## config.mk

```make
export PLATFORM = sky130hd
export DESIGN_NAME = mem_access_arbiter
export DESIGN_NICKNAME = d
export VERILOG_FILES = /design/src/rtl/mem_access_arbiter.sv
export SDC_FILE = /design/constraint.sdc
export NUM_CORES = 1
export LEC_CHECK = 0
export BUFFER_PORTS_ARGS = -buffer_cell sky130_fd_sc_hd__clkbuf_2
export CORE_MARGIN = 2
export CORE_UTILIZATION = 52
export CTS_CLUSTER_DIAMETER = 100
export DETAILED_ROUTE_END_ITERATION = 6
export PLACE_DENSITY = 0.87
export SETUP_SLACK_MARGIN = 0.3
export SYNTH_ARGS = -nofsm -noshare
export SYNTH_HDL_FRONTEND = slang
export SYNTH_SLANG_ARGS = --single-unit
export TNS_END_PERCENT = 50
```

## constraint.sdc

```tcl
create_clock -name clk -period 6.2 [get_ports clk]
set_clock_uncertainty 0.05 [all_clocks]
set_input_delay 0.31 -clock clk [delete_from_list [all_inputs] [get_ports clk]]
set_output_delay 0.31 -clock clk [all_outputs]
set_load 0.02 [all_outputs]
```

## src/rtl/mem_access_arbiter.sv

```systemverilog
// -----------------------------------------------------------------------------
// mem_access_arbiter
//
// Sequences the MEM-stage data memory and shares it between two requesters:
//   * the pipeline MEM stage (priority requester, stalled until its access ends)
//   * a secondary DMA/loader port (request/grant/done handshake)
// Every access holds the memory strobes for exactly LAT cycles. A starvation
// guard forces a DMA grant after MAX_STARVE consecutive pipeline grants that
// were made while the DMA port was waiting.
//
// Ports
//   clk, reset                      clock, asynchronous active-high reset
//   MemRead, MemWrite               pipeline request (level, write wins if both)
//   p_address, p_writedata          pipeline address / store data
//   p_readdata, p_stall             pipeline load data / stage freeze
//   d_req, d_we, d_addr, d_wdata    DMA request and its fields
//   d_gnt, d_done, d_rdata          DMA accept pulse / finish pulse / read data
//   m_memRead, m_memWrite           memory strobes
//   m_address, m_writedata          memory address / write data
//   m_readdata                      memory read data (valid in last ACCESS cycle)
// -----------------------------------------------------------------------------
module mem_access_arbiter #(
    parameter int ADDR_W     = 32,
    parameter int DATA_W     = 32,
    parameter int LAT        = 2,
    parameter int MAX_STARVE = 4
) (
    input  logic              clk,
    input  logic              reset,
    input  logic              MemRead,
    input  logic              MemWrite,
    input  logic [ADDR_W-1:0] p_address,
    input  logic [DATA_W-1:0] p_writedata,
    output logic [DATA_W-1:0] p_readdata,
    output logic              p_stall,
    input  logic              d_req,
    input  logic              d_we,
    input  logic [ADDR_W-1:0] d_addr,
    input  logic [DATA_W-1:0] d_wdata,
    output logic              d_gnt,
    output logic              d_done,
    output logic [DATA_W-1:0] d_rdata,
    output logic              m_memRead,
    output logic              m_memWrite,
    output logic [ADDR_W-1:0] m_address,
    output logic [DATA_W-1:0] m_writedata,
    input  logic [DATA_W-1:0] m_readdata
);

    localparam int ST_W = $clog2(MAX_STARVE + 1);
    localparam logic [3:0]      CNT_INIT   = 4'(LAT - 1);
    localparam logic [ST_W-1:0] STARVE_MAX = ST_W'(MAX_STARVE);

    typedef enum logic [1:0] {
        S_IDLE   = 2'd0,
        S_ACCESS = 2'd1,
        S_DONE   = 2'd2
    } state_t;

    state_t            r_state;
    logic [3:0]        r_cnt;
    logic [ST_W-1:0]   r_starve;
    logic              r_owner_dma;
    logic              r_m_rd;
    logic              r_m_wr;
    logic [ADDR_W-1:0] r_m_addr;
    logic [DATA_W-1:0] r_m_wdata;
    logic [DATA_W-1:0] r_p_rdata;
    logic [DATA_W-1:0] r_d_rdata;
    logic              r_d_done;

    logic w_p_req;
    logic w_p_is_wr;
    logic w_d_wins;
    logic w_dma_grant;
    logic w_pipe_grant;

    // A simultaneous MemRead/MemWrite is treated as a write.
    assign w_p_req   = MemRead | MemWrite;
    assign w_p_is_wr = MemWrite;

    // DMA wins only when the pipeline is quiet or has starved DMA long enough.
    assign w_d_wins     = d_req & (~w_p_req | (r_starve == STARVE_MAX));
    assign w_dma_grant  = (r_state == S_IDLE) & w_d_wins;
    assign w_pipe_grant = (r_state == S_IDLE) & ~w_d_wins & w_p_req;

    // Grant is visible in the arbitration cycle itself so the DMA master can
    // drop d_req at the following edge; forced low while reset is held.
    assign d_gnt = w_dma_grant & ~reset;

    // Pipeline is released only in the DONE cycle of its own access.
    assign p_stall = w_p_req & ~((r_state == S_DONE) & ~r_owner_dma);

    assign m_memRead   = r_m_rd;
    assign m_memWrite  = r_m_wr;
    assign m_address   = r_m_addr;
    assign m_writedata = r_m_wdata;
    assign p_readdata  = r_p_rdata;
    assign d_rdata     = r_d_rdata;
    assign d_done      = r_d_done;

    // Access sequencer: arbitration, latching, strobe timing and read capture.
    always_ff @(posedge clk or posedge reset) begin
        if (reset) begin
            r_state     <= S_IDLE;
            r_cnt       <= 4'd0;
            r_starve    <= '0;
            r_owner_dma <= 1'b0;
            r_m_rd      <= 1'b0;
            r_m_wr      <= 1'b0;
            r_m_addr    <= '0;
            r_m_wdata   <= '0;
            r_p_rdata   <= '0;
            r_d_rdata   <= '0;
            r_d_done    <= 1'b0;
        end else begin
            case (r_state)
                S_IDLE: begin
                    r_d_done <= 1'b0;
                    if (w_dma_grant) begin
                        r_owner_dma <= 1'b1;
                        r_m_rd      <= ~d_we;
                        r_m_wr      <= d_we;
                        r_m_addr    <= d_addr;
                        r_m_wdata   <= d_wdata;
                        r_cnt       <= CNT_INIT;
                        r_starve    <= '0;
                        r_state     <= S_ACCESS;
                    end else if (w_pipe_grant) begin
                        r_owner_dma <= 1'b0;
                        r_m_rd      <= ~w_p_is_wr;
                        r_m_wr      <= w_p_is_wr;
                        r_m_addr    <= p_address;
                        r_m_wdata   <= p_writedata;
                        r_cnt       <= CNT_INIT;
                        r_state     <= S_ACCESS;
                        // Count only grants that made a waiting DMA wait longer.
                        if (d_req) begin
                            if (r_starve != STARVE_MAX) begin
                                r_starve <= r_starve + ST_W'(1);
                            end else begin
                                r_starve <= r_starve;
                            end
                        end else begin
                            r_starve <= '0;
                        end
                    end else begin
                        if (!d_req) begin
                            r_starve <= '0;
                        end else begin
                            r_starve <= r_starve;
                        end
                    end
                end

                S_ACCESS: begin
                    if (r_cnt == 4'd0) begin
                        r_m_rd  <= 1'b0;
                        r_m_wr  <= 1'b0;
                        r_state <= S_DONE;
                        // Read registers are only refreshed by read accesses.
                        if (r_m_rd) begin
                            if (r_owner_dma) begin
                                r_d_rdata <= m_readdata;
                            end else begin
                                r_p_rdata <= m_readdata;
                            end
                        end else begin
                            r_p_rdata <= r_p_rdata;
                        end
                        r_d_done <= r_owner_dma;
                    end else begin
                        r_cnt <= r_cnt - 4'd1;
                    end
                end

                S_DONE: begin
                    r_d_done <= 1'b0;
                    r_state  <= S_IDLE;
                end

                default: begin
                    r_m_rd   <= 1'b0;
                    r_m_wr   <= 1'b0;
                    r_d_done <= 1'b0;
                    r_state  <= S_IDLE;
                end
            endcase
        end
    end

endmodule

```

Yosys cells after proc, flatten, opt, wreduce, memory -nomap -nowiden. Cells that the tools add are included.

Equality and inequality tests: 9. $add $sub $neg: 2. Reductions and logical operators: 11. Multiplexer cells: 28. Bitwise gates (word level): 17.

Operators by type and width (number): 32-bit two-way mux (4); 3-bit two-way mux (5); 4-bit two-way mux (3); 1-bit two-way mux (9); 3-bit AND reduction (3); 1-bit inverter (8); 4-bit case mux with 2 select lines (1); 4-bit AND reduction (2); 1-bit AND (7); 2-bit two-way mux (3); 3-bit by 1-bit inequality test with 1-bit output (second input constant) (2); 3-bit inequality test (second input constant) (2); 1-bit case mux with 3 select lines (2); 4-bit logical NOT (1); 2-bit inequality test (second input constant) (2); 2-bit case mux with 2 select lines (1); 2-bit AND reduction (2); 2-bit nonzero test (2); 4-bit by 1-bit subtractor with 4-bit output (second input constant) (1); 3-bit by 1-bit adder with 3-bit output (second input constant) (1); 3-bit equality test (second input constant) (1); 2-bit by 1-bit equality test with 1-bit output (second input constant) (1); 2-bit equality test (second input constant) (1); 2-bit logical NOT (1); 1-bit OR (2).

Logic and storage cells: 78. Register bits: 141. Bits of input ports: 166. Output and inout bits: 133.

Longest topological paths before layout.
Depth in word-level cells: 10. Gate-level depth with buffers: 7. Mapped depth without buffers: 5.

Worst setup path before layout. OpenSTA, ideal clock, no wires.

Path type: reg-to-reg. Start point: reg r_cnt[0]. End point: reg r_d_rdata[0] (netlist: d_rdata[0]). Data required time: 6.025 ns. Slack: 4.037 ns. Clock period less this slack: 2.163 ns. Setup time: 0.125 ns. Path buffers: 2. Stages on the path, launching flop included: 8. Arrival: 1.988 ns. Cell sequence: dfrtp_1 > inv_1 > ha_1 > or3b_4 > or3_1 > buf_2 > buf_6 > mux2_4.

Word-level cells in the longest chain between the ends: 2.

RTL lines: start: declaration (RTL line 61) `logic [3:0] r_cnt;`; start signal: assignment (RTL line 173) `r_cnt <= r_cnt - 4'd1;`; 4-bit logical NOT (RTL line 157) `if (r_cnt == 4'd0) begin`; 4-bit AND reduction (no source line); end signal: assignment (RTL line 164) `r_d_rdata <= m_readdata;`; end: declaration (RTL line 69) `logic [DATA_W-1:0] r_d_rdata;`.

No other way between the ends. A chain may end at the register's enable or synchronous reset.

Worst setup path in the final report.
Start point: reg r_starve[0]. End point: out d_gnt.

Word-level cells in the longest chain between the ends: 5.

RTL lines: start: declaration (RTL line 62) `logic [ST_W-1:0] r_starve;`; start signal: assignment (RTL line 140) `r_starve <= r_starve + ST_W'(1);`; start signal: assignment (RTL line 142) `r_starve <= r_starve;`; start signal: assignment (RTL line 151) `r_starve <= r_starve;`; 3-bit equality test (RTL line 83) `assign w_d_wins = d_req & (~w_p_req | (r_starve == STARVE_MAX));`; 1-bit OR (RTL line 83); 1-bit AND (RTL line 83); 1-bit AND (RTL line 84) `assign w_dma_grant = (r_state == S_IDLE) & w_d_wins;`; 1-bit AND (RTL line 89) `assign d_gnt = w_dma_grant & ~reset;`; end: declaration (RTL line 40) `output logic d_gnt,`.

No other way between the ends.

==> summary.md <==
| Metric | Value |
|---|---|
| Reg2reg start | r_cnt[0] |
| Top cells by count, synth | 141 x dfrtp_1, 70 x nand2_1, 68 x o21ai_0 |
| # H-tree levels | 4 |
| Starting DRT DRC Count | between 400 and 500 |
| Dpl hpwl | 12.4 mm |
| Slowest cell on crit path | buf_4 |
| Internal power | 2.91 mW |
| Net Sw Power | 1.91 mW |
| Clk pwr share | 20.4% |
| GRT Max-Usage Layer | met2 |
| Postcts setup bufs | 0 |
| CTS Root Cell | clkbuf_16 |
| Layout Cells excl Fill | 1037 |
| Slew margin rel. | 25.3% |
| CP bufs+invs | 3 |
| Synth unique cells | 39 |
| Reg power frac | 34.7% |
| Cts repair resizes | 0 |
| First-pass GRT wire length | 29.5 mm |
| CP top delay family | buffers and inverters |
| Overflow after GRT | 0 |
| Period utilization | 45.3% |
| Placed insts | 1005 |
| Async S/R FF share, synth | 100% |
| Vias in the first global route | about 5.8k |
| Vias post-DR | a little under 6k |
| GP Congestion | ~0.86 |
| Most instantiated library cell after synthesis | dfrtp_1 |
| Comb power frac | 44.9% |
| First-pass detailed-route iteration total | 4 |
| RSZ-0062 raised after global routing | no |
| Peak supply drop | 350 µV |
| Multi-input gate area | 3060 µm² |
| Final hold vios | 0 |
| Die H | between 100 and 150 µm |
| Drt total wl | 18.6 mm |
| Worst Setup SP | r_starve[0] |
| Final core occ | around 70% |
| Yosys warnings | 0 |
| Max-Cap Viols | 0 |
| Ranking of synthesized cells by area | dfrtp_1 52%, o211a_1 9.5%, a2bb2oi_1 8.3% |
| Synth Instances | 587 |
| Fin Hold WS | 0.00513 ns |
| Syn Nets | 757 |
| Core area | 12700 µm² |
| Final min period | 2.81 ns |
| Pre-CTS WS | 3.47 ns |
| Setup violators final | 0 |
| Setup TNS | 0 ns |
| Worst EP required | 5.84 ns |
| Critical Path Fanout Max | 132 |
| CTS tree | done |
| Power density over cell area | 538 nW/µm² |
| Cell Area, Placed | approximately 8400 µm² |
| Largest net degree at the start of global routing | between 100 and 150 |
| CTS Buffer Depth | 2 |
| Worst setup margin | around 3.4 ns |
| Startpoint Class | flop |
| Met3 Use GR | 6.18% |
| CP Data Arrival Time | 2.45 ns |
| Pleak | 4.89 nW |
| Initial antenna violation count | 0 |
| Worst slew pin tran | 1.12 ns |
| Placement Rows | 41 |
| Post-route antenna net violation count | 0 |
| Filler cells | 980 |
| Initial Utilization | 53.7% |
| Worst Path Class, Setup | reg -> out |
| Sequential cell area | 3530 µm² |
| DIE AREA | 14100 µm² |
| Final Total Pwr | 4.82 mW |
| Crit path cell chain | inv_1 > ha_1 > a2bb2oi_4 > buf_4 > nor3_1 > clkbuf_2 |
| FF+latch count, synth | between 100 and 150 |
| Crit path largest cell delay | ~0.85 ns |
| Met2 Use GR | ~44% |
| GRT Util Overall | a little over a quarter |
| Main flop type after synthesis | dfrtp_1 |
| I/O pins | about 300 |
| Clock slew at reported path FFs | 0.06 ns |
| Synthesized area | 6830 µm² |
| Routed WL per cell | 17.9 µm |
| Clock sink count | about 140 |
| Layout cells sized above 1 | between 40% and 50% |
| DRC Markers | 0 |
| Number of synthesized flops with an enable pin | 0 |
| Via density | 5.64 |
| GR Util met1 | 32.7% |
| Post-synthesis sequential area ratio | 51.7% |
| Status | completed |
| Mapped Avg Cell Area | 11.6 µm² |
| Max Clk Rate | ~360 MHz |
| Hold Path Class | in -> async |
| Finished Cell Area | 8960 µm² |
| Ant diodes | 0 |
| Final net count | approximately 1.0k |
| Final Slew Violations | 0 |
| Switching part of the total | 39.6% |
| Clk Latency, worst-skew pair | 0.42 ns |
| Worst Setup End Kind | output pin |
| Area leader, netlist | dfrtp_1 |
| Die X | 119 µm |
| CTS Hold Bufs | 0 |
| CTS buffer count | 17 |
| I/O Buffers | 298 |
| Syn-to-layout area delta | 31.2% |
| Yosys top cell area share | 51.7% |
-- power by group through the flow --
stage | combinational [mW] | clock (mW) | sequential [mW]
floorplan | 0.967 | 0 | 2.14
global placement | 2.12 | 0 | 1.66
detailed placement | 2.18 | 0 | 1.66
CTS | 2.18 | 0.997 | 1.67
global route | 2.30 | 1.05 | 1.73
finish | 2.16 | 0.982 | 1.67
-- placed cells by master (no fill, tap or decap), types with 2 or more instances in the layout --
cell        count
clkbuf_2      298
mux2_2         33
mux2_1          2
nand2_1        70
nor2b_1         2
nor3_1          3
o211a_1        65
mux2_4         30
inv_1           5
a2bb2oi_1      64
clkinv_4        6
clkbuf_8        3
clkbuf_16      17
dfrtp_1       141
a32o_1          2
nor2_1          6
a22o_1          3
ha_1            4
or3_2           2
o2bb2ai_1       2
clkinv_2        2
buf_4           8
nor3b_1         2
a211o_1         2
clkinvlp_4      3
o21ai_0        68
o31ai_1         3
-- metal layers --
layer,share of wire (%),up-vias
met2,51,236
met1,40,2876
met3,6.4,38
met5,0,-
met4,2.7,0
li1,-,2702
-- flip-flops by register name, summed over array words and instances, names as in the netlist, 2 cells and up --
signal / cells
d_rdata: 32
m_address: 32
r_cnt: 4
m_writedata: 32
r_state: 2
r_starve: 3
p_readdata: 32
-- kinds of logic after synthesis --
group	after synthesis	synth area share, %
AO/OA/AOI/OAI	214	24.8
buffers and inverters	66	4.03
adder cells (fa/ha/maj)	4	0.733
multiplexers	66	12.5
AND/OR/NAND/NOR	96	6.28
flip-flops	141	51.7
-- cell type report --
class / instances / share of cell area (%)
sequential: 141 / 39.4
timing repair buffer: 306 / 17.3
multi-input combinational: 380 / 34.1
tap: 172 / 2.40
clock buffer: 20 / 5.21
clock inverter: 12 / 1.28
inverter: 6 / 0.307
-- worst reg2reg max path, cell delays in order (launching register included) --
cell	delay [ns]
dfrtp_1	0.41
inv_1	0.11
ha_1	0.16
or3b_4	0.41
or3_2	0.94
mux2_4	0.48
-- path summary, 6_finish.rpt --
kind / to / slack [ns] / cells after the start
setup / recovery: d_gnt / 3.39 / 6
hold reg to reg: p_readdata[25] / 0.44 / 1
hold / removal: m_address[27] / 0.005 / 2
setup reg to reg: d_rdata[16] / 3.52 / 5
max in group asynchronous: m_writedata[16] / 4.89 / 3
min in group clk: m_writedata[21] / 0.08 / 3
Note: power is estimated with default switching activity, not from simulation.
